===== src/rtl/cpu2_pkg.sv =====
// cpu2_pkg: shared widths, opcode encodings and FSM state encoding for the
// cpu2 accumulator CPU.
package cpu2_pkg;

    localparam int DATA_W = 8;
    localparam int ADDR_W = 4;

    localparam logic [3:0] OP_NOP  = 4'b0000;
    localparam logic [3:0] OP_ASHL = 4'b0001;
    localparam logic [3:0] OP_ASHR = 4'b0010;
    localparam logic [3:0] OP_ADD  = 4'b0011;
    localparam logic [3:0] OP_SUB  = 4'b0100;
    localparam logic [3:0] OP_LDA  = 4'b0101;
    localparam logic [3:0] OP_STA  = 4'b0110;
    localparam logic [3:0] OP_JMP  = 4'b0111;
    localparam logic [3:0] OP_JZ   = 4'b1000;
    localparam logic [3:0] OP_HLT  = 4'b1111;

    typedef enum logic [1:0] {
        S_FETCH = 2'd0,
        S_LOAD  = 2'd1,
        S_EXEC  = 2'd2,
        S_HALT  = 2'd3
    } state_t;

endpackage


===== src/rtl/cpu2_if.sv =====
// cpu2_if: memory bus between the CPU (master) and the unified 16x8 memory
// (slave). Memory reads are combinational, writes land on the next clk edge.
interface cpu2_if;
    import cpu2_pkg::*;

    logic              read;
    logic              write;
    logic [ADDR_W-1:0] address;
    logic [DATA_W-1:0] memoryOut;
    logic [DATA_W-1:0] memoryIn;

    modport master (
        output read,
        output write,
        output address,
        output memoryIn,
        input  memoryOut
    );

    modport slave (
        input  read,
        input  write,
        input  address,
        input  memoryIn,
        output memoryOut
    );

endinterface


===== src/rtl/cpu2_alu.sv =====
// cpu2_alu: combinational datapath. Produces the next accumulator value,
// the value to write back to memory for ASHL/ASHR/STA, and the ACC==0 flag.
module cpu2_alu
    import cpu2_pkg::*;
(
    input  logic [3:0]        op,
    input  logic [DATA_W-1:0] acc,
    input  logic [DATA_W-1:0] mdr,
    output logic [DATA_W-1:0] acc_next,
    output logic [DATA_W-1:0] mem_result,
    output logic              zero
);

    // Accumulator update and memory write-back value selected by opcode
    always_comb begin
        acc_next   = acc;
        mem_result = acc;
        case (op)
            OP_ASHL: mem_result = {mdr[DATA_W-2:0], 1'b0};
            OP_ASHR: mem_result = {mdr[DATA_W-1], mdr[DATA_W-1:1]};
            OP_ADD:  acc_next   = acc + mdr;
            OP_SUB:  acc_next   = acc - mdr;
            OP_LDA:  acc_next   = mdr;
            default: ;
        endcase
    end

    assign zero = (acc == '0);

endmodule


===== src/rtl/cpu2_core.sv =====
// cpu2_core: multi-cycle accumulator CPU, FETCH -> LOAD -> EXEC per instruction.
// Optional feature macro CPU2_HALT_EN: when defined, opcode 1111 parks the CPU
// in a terminal HALT state; when undefined, 1111 executes as a NOP.
module cpu2_core
    import cpu2_pkg::*;
(
    input  logic  clk,
    input  logic  reset,
    cpu2_if.master bus
);

    state_t            state;
    logic [ADDR_W-1:0] pc;
    logic [DATA_W-1:0] ir;
    logic [DATA_W-1:0] mdr;
    logic [DATA_W-1:0] acc;

    logic [3:0]        opcode;
    logic [ADDR_W-1:0] operand;
    logic [DATA_W-1:0] acc_next;
    logic [DATA_W-1:0] mem_result;
    logic              zero;
    logic              is_store;

    assign opcode   = ir[DATA_W-1:DATA_W-4];
    assign operand  = ir[ADDR_W-1:0];
    assign is_store = (opcode == OP_ASHL) || (opcode == OP_ASHR) || (opcode == OP_STA);

    cpu2_alu u_alu (
        .op         (opcode),
        .acc        (acc),
        .mdr        (mdr),
        .acc_next   (acc_next),
        .mem_result (mem_result),
        .zero       (zero)
    );

    // Instruction sequencer: register updates for each phase of an instruction
    always_ff @(posedge clk) begin
        if (reset) begin
            state <= S_FETCH;
            pc    <= '0;
            ir    <= '0;
            mdr   <= '0;
            acc   <= '0;
        end else begin
            case (state)
                S_FETCH: begin
                    ir    <= bus.memoryOut;
                    pc    <= pc + ADDR_W'(1);
                    state <= S_LOAD;
                end
                S_LOAD: begin
                    mdr   <= bus.memoryOut;
                    state <= S_EXEC;
                end
                S_EXEC: begin
                    acc   <= acc_next;
                    state <= S_FETCH;
                    if (opcode == OP_JMP || (opcode == OP_JZ && zero)) begin
                        pc <= operand;
                    end
`ifdef CPU2_HALT_EN
                    if (opcode == OP_HLT) begin
                        state <= S_HALT;
                    end
`endif
                end
                default: state <= state;
            endcase
        end
    end

    // Bus outputs decoded from the current phase; all forced idle during reset
    always_comb begin
        bus.read     = 1'b0;
        bus.write    = 1'b0;
        bus.address  = '0;
        bus.memoryIn = '0;
        if (!reset) begin
            case (state)
                S_FETCH: begin
                    bus.read    = 1'b1;
                    bus.address = pc;
                end
                S_LOAD: begin
                    bus.read    = 1'b1;
                    bus.address = operand;
                end
                S_EXEC: begin
                    bus.address = operand;
                    if (is_store) begin
                        bus.write    = 1'b1;
                        bus.memoryIn = mem_result;
                    end
                end
                default: bus.address = pc;
            endcase
        end
    end

endmodule


===== src/flat_wrapper.sv =====
// flat-port wrapper written by rule: the top's interface ports become plain ports
module cpu2_core_flat import cpu2_pkg::*;
  (clk, reset, bus_read, bus_write, bus_address, bus_memoryIn, bus_memoryOut);
  cpu2_if bus_i ();
  input  logic clk;
  input  logic reset;
  output wire logic [$bits(bus_i.read)-1:0] bus_read;
  output wire logic [$bits(bus_i.write)-1:0] bus_write;
  output wire logic [$bits(bus_i.address)-1:0] bus_address;
  output wire logic [$bits(bus_i.memoryIn)-1:0] bus_memoryIn;
  input wire logic [$bits(bus_i.memoryOut)-1:0] bus_memoryOut;
  assign bus_read = bus_i.read;
  assign bus_write = bus_i.write;
  assign bus_address = bus_i.address;
  assign bus_memoryIn = bus_i.memoryIn;
  assign bus_i.memoryOut = bus_memoryOut;
  cpu2_core u_core (.clk(clk), .reset(reset), .bus(bus_i));
endmodule

===== config.mk =====
export PLATFORM = sky130hd
export DESIGN_NAME = cpu2_core_flat
export DESIGN_NICKNAME = d
export VERILOG_FILES = /design/src/rtl/cpu2_pkg.sv /design/src/rtl/cpu2_if.sv /design/src/rtl/cpu2_alu.sv /design/src/rtl/cpu2_core.sv /design/src/flat_wrapper.sv
export SDC_FILE = /design/constraint.sdc
export NUM_CORES = 1
export LEC_CHECK = 0
export CAP_MARGIN = 5
export CORE_UTILIZATION = 35
export CTS_BUF_LIST = sky130_fd_sc_hd__clkbuf_8
export DETAILED_ROUTE_END_ITERATION = 8
export PLACE_DENSITY = 0.52
export SYNTH_ARGS = -nofsm -noshare
export SYNTH_HDL_FRONTEND = slang
export SYNTH_SLANG_ARGS = --single-unit

===== constraint.sdc =====
create_clock -name clk -period 4.6 [get_ports clk]
set_input_delay 0.92 -clock clk [delete_from_list [all_inputs] [get_ports clk]]
set_output_delay 0.92 -clock clk [all_outputs]
set_load 0.005 [all_outputs]

==> summary.md <==
| Metric | Value |
|---|---|
| Status | finished, final reports clean |
| CTS clk-pin slew, worst paths | 0.07 ns |
| Hold Violations, Final | 0 |
| DRC violation total after the first TritonRoute iteration | 110 |
| Maximum root-to-sink buffer count | 2 |
| Largest area contributor in the netlist | sky130_fd_sc_hd__dfxtp_1 |
| Switching part of the total | 39.44% |
| Post-CTS setup buffer count | 0 |
| Transition time at the pin with the least slew margin | 0.6770 ns |
| Area share of the largest cell type after synthesis | 27.44% |
| Worst setup path category | flip-flop to output pin |
| Initial antenna violation count | 0 |
| Row count | 28 |
| Cell depth of the worst hold path | 2 |
| Internal power component | 0.6615 mW |
| Max-Slew Margin vs Limit | 54.56% |
| Startpoint of the tightest hold check path | u_core.pc[3] |
| Initial standard-cell utilization of the core | 36.53% |
| Syn Std Cell Area | 2188 um^2 |
| DRC violations left | 0 |
| Reported max-cap violation count | 0 |
| Flop-to-flop setup slack | 1.76 ns |
| Sequential cell fraction of total power | 33.2% |
| Class of the tightest hold or removal check | flip-flop to flip-flop |
| End of the worst hold path | u_core.pc[3] |
| Crit path required time | 3.68 ns |
| Count of non-filler cells in the finished layout | 355 |
| Post-CTS Hold Fix Bufs | 0 |
| Peak VDD IR | 0.2117 mV |
| Setup repair after global routing missed its margin | no |
| Setup crit start | u_core.ir[5] |
| Proportion of synthesized flip-flops having asynchronous set or reset | 0% |
| Reg2reg start | u_core.ir[6] |
| Arr. time, crit path | 2.56 ns |
| Placement Cell Area | 2440 um^2 |
| Final net count | 304 |
| Worst slack, placed | 1.108 ns |
| Clock sink total | 30 |
| GRT overflow | 0 |
| Most used DFF post-synth | sky130_fd_sc_hd__dfxtp_1 |
| Maximum number of pins on one net before global-route repair | 36 |
| Average instance area after synthesis | 8.321 um^2 |
| Core Area | 5991 um^2 |
| Count of nets left with antenna violations after detail routing | 0 |
| Mean routed wirelength per cell | 15.21 um |
| Via density per instance | 5.259 |
| Ports placed on the boundary | 24 |
| Fmax | 287.6 MHz |
| Clock latency reported for the late side of the worst-skew pair | 0.28 ns |
| Worst hold margin | 0.5054 ns |
| Sort of element at the start of the critical path | flip-flop |
| Synth Net Count | 288 |
| Cts repair resizes | 0 |
| Cell total after placement | 347 |
| Minimum period implied by the final worst setup slack | 3.477 ns |
| Core utilization of the finished layout | 42.25% |
| Final worst-path setup slack | 1.123 ns |
| Gate count of the mapped netlist | 263 |
| Reg2Reg Depth | 8 |
| Fraction of the yosys area taken by sequential cells | 27.44% |
| Synth area leaders | sky130_fd_sc_hd__dfxtp_1 27%, sky130_fd_sc_hd__mux2i_1 11%, sky130_fd_sc_hd__ha_1 8.0% |
| Sum of negative setup slack | 0 ns |
| Combinational group share of total power | 46.1% |
| Most frequent cell after synthesis | sky130_fd_sc_hd__nor2_1 |
| Aggregate global-route resource usage | 18.33% |
| Via count of the first global-routing pass | 1749 |
| Clock H-tree levels | 2 |
| Number of pins exceeding their max-slew limit in the final report | 0 |
| Wire length of the first global-routing pass | 9.080 mm |
| Top fanout value on the critical path | 11 |
| Leakage power summed over all cells | 0.9635 nW |
| Die outline area | 6572 um^2 |
| Via total after detailed routing | 1867 |
| Worst Skew | 0.008988 ns |
| Sum of routed wire length over all layers | 5.400 mm |
| Post-route cell area | 2531 um^2 |
| Final total power | 1.092 mW |
| Element type at the critical path end | output pin |
| Final Cycle Share | 75.60% |
| Port Buffers | 23 |
| Die width | 81.07 um |
| Antenna cells | 0 |
| Number of enable-type register cells in the synthesized netlist | 0 |
| Number of flip-flops and latches in the synthesized netlist | 30 |
| TritonCTS clock tree | yes |
| Layout overhead on the synthesized area | 15.67% |
| Number of unique standard cell types used by synthesis | 59 |
| Placer congestion estimate | 0.7583 |
| Top cells by count, synth | 44 x sky130_fd_sc_hd__nor2_1, 30 x sky130_fd_sc_hd__dfxtp_1, 23 x sky130_fd_sc_hd__mux2i_1, 20 x sky130_fd_sc_hd__nand2_1, 15 x sky130_fd_sc_hd__a21oi_1 |
| Power spent charging and discharging nets | 0.4308 mW |
| Reg-to-reg endpoint | u_core.acc[5] |
| Final Setup Violations | 0 |
| Vertical die dimension | 81.07 um |
| Share of layout cells above drive strength 1 | 8.929% |
| Total power divided by cell area | 431.5 nW/um^2 |
| TritonCTS buffer count | 5 |
| Router iterations before antenna repair | 4 |
| Total number of yosys warnings | 0 |
| Estimated wirelength of the detail-placed design | 3.881 mm |
| CTS root buffer | sky130_fd_sc_hd__clkbuf_8 |
| Clock share of power | 20.7% |
## flip-flops by register name, summed over array words and instances, names as in the netlist
register / flops
u_core.mdr: 8
u_core.pc: 4
u_core.acc: 8
u_core.state: 2
u_core.ir: 8
## layout make-up
| type | count | area (um^2) |
|---|---|---|
| fill | 629 | 3460 |
| inverter | 11 | 41.29 |
| tap | 75 | 93.84 |
| clock buffer | 6 | 82.58 |
| clock inverter | 2 | 8.758 |
| sequential | 30 | 600.6 |
| timing repair buffer | 26 | 252.7 |
| multi-input combinational | 205 | 1451 |
## power by group through the flow
stage               sequential [mW]  clock, mW  combinational (mW)
floorplan                     0.326          0               0.438
global placement              0.369          0               0.501
detailed placement            0.369          0               0.502
CTS                           0.363      0.233               0.505
global route                  0.371      0.249               0.565
finish                        0.363      0.226               0.503
## worst max-delay path: stages (launching register included)
cell                              delay [ns]
sky130_fd_sc_hd__dfxtp_1                0.63
sky130_fd_sc_hd__and2b_1                0.20
sky130_fd_sc_hd__nor3b_2                0.49
sky130_fd_sc_hd__nor2_2                 0.21
sky130_fd_sc_hd__a22oi_1                0.21
sky130_fd_sc_hd__nor2_1                 0.07
sky130_fd_sc_hd__clkdlybuf4s50_1        0.47
## layer usage
layer / vias up / wire length [um] / GRT usage (%)
met5: - / 0 / 0
met4: 0 / 34 / 4.286
met3: 2 / 268 / 3.933
met2: 31 / 2288 / 26.30
met1: 869 / 2809 / 27.38
li1: 965 / - / -
## cells in the final DEF, fill, tap and decap left out, types with 2 or more instances in the layout
cell,synthesis,final
sky130_fd_sc_hd__buf_4,2,3
sky130_fd_sc_hd__mux2i_1,23,23
sky130_fd_sc_hd__a311oi_1,3,3
sky130_fd_sc_hd__nor4_1,2,2
sky130_fd_sc_hd__nor2b_1,2,2
sky130_fd_sc_hd__nand2b_1,3,3
sky130_fd_sc_hd__nor4b_4,2,2
sky130_fd_sc_hd__clkdlybuf4s50_1,0,23
sky130_fd_sc_hd__dfxtp_1,30,30
sky130_fd_sc_hd__a22oi_1,7,7
sky130_fd_sc_hd__nand4b_1,2,2
sky130_fd_sc_hd__nor3_1,5,5
sky130_fd_sc_hd__a21oi_1,15,15
sky130_fd_sc_hd__inv_1,11,12
sky130_fd_sc_hd__xnor2_1,6,6
sky130_fd_sc_hd__a21oi_2,2,2
sky130_fd_sc_hd__a31oi_1,4,4
sky130_fd_sc_hd__nand3_1,6,6
sky130_fd_sc_hd__o21ai_0,9,9
sky130_fd_sc_hd__nor2_1,44,44
sky130_fd_sc_hd__clkbuf_8,0,6
sky130_fd_sc_hd__ha_1,14,14
sky130_fd_sc_hd__a21o_1,3,3
sky130_fd_sc_hd__nand2_1,20,20
## worst max-delay path by stage
stage	end	depth (start not counted)	slack, ns
global route	bus_memoryIn[0]	6	0.91
detailed placement	bus_memoryIn[4]	5	1.11
floorplan	bus_memoryIn[0]	4	2.08
global placement	bus_memoryIn[4]	5	1.09
finish	bus_memoryIn[0]	6	1.12
CTS	bus_memoryIn[4]	5	1.10
## kinds of logic (layout without fill, tap and decap cells)
| logic type | count (synthesis) | in the layout | synth area share [%] |
|---|---|---|---|
| compound gates | 55 | 55 | 17.27 |
| flops | 30 | 30 | 27.44 |
| xor+xnor | 8 | 8 | 3.545 |
| simple gates | 104 | 104 | 26.07 |
| fa+ha+maj | 15 | 15 | 8.920 |
| buf+inv | 28 | 45 | 6.232 |
| mux | 23 | 23 | 10.52 |
No activity file was read; power rests on OpenSTA's default activity.
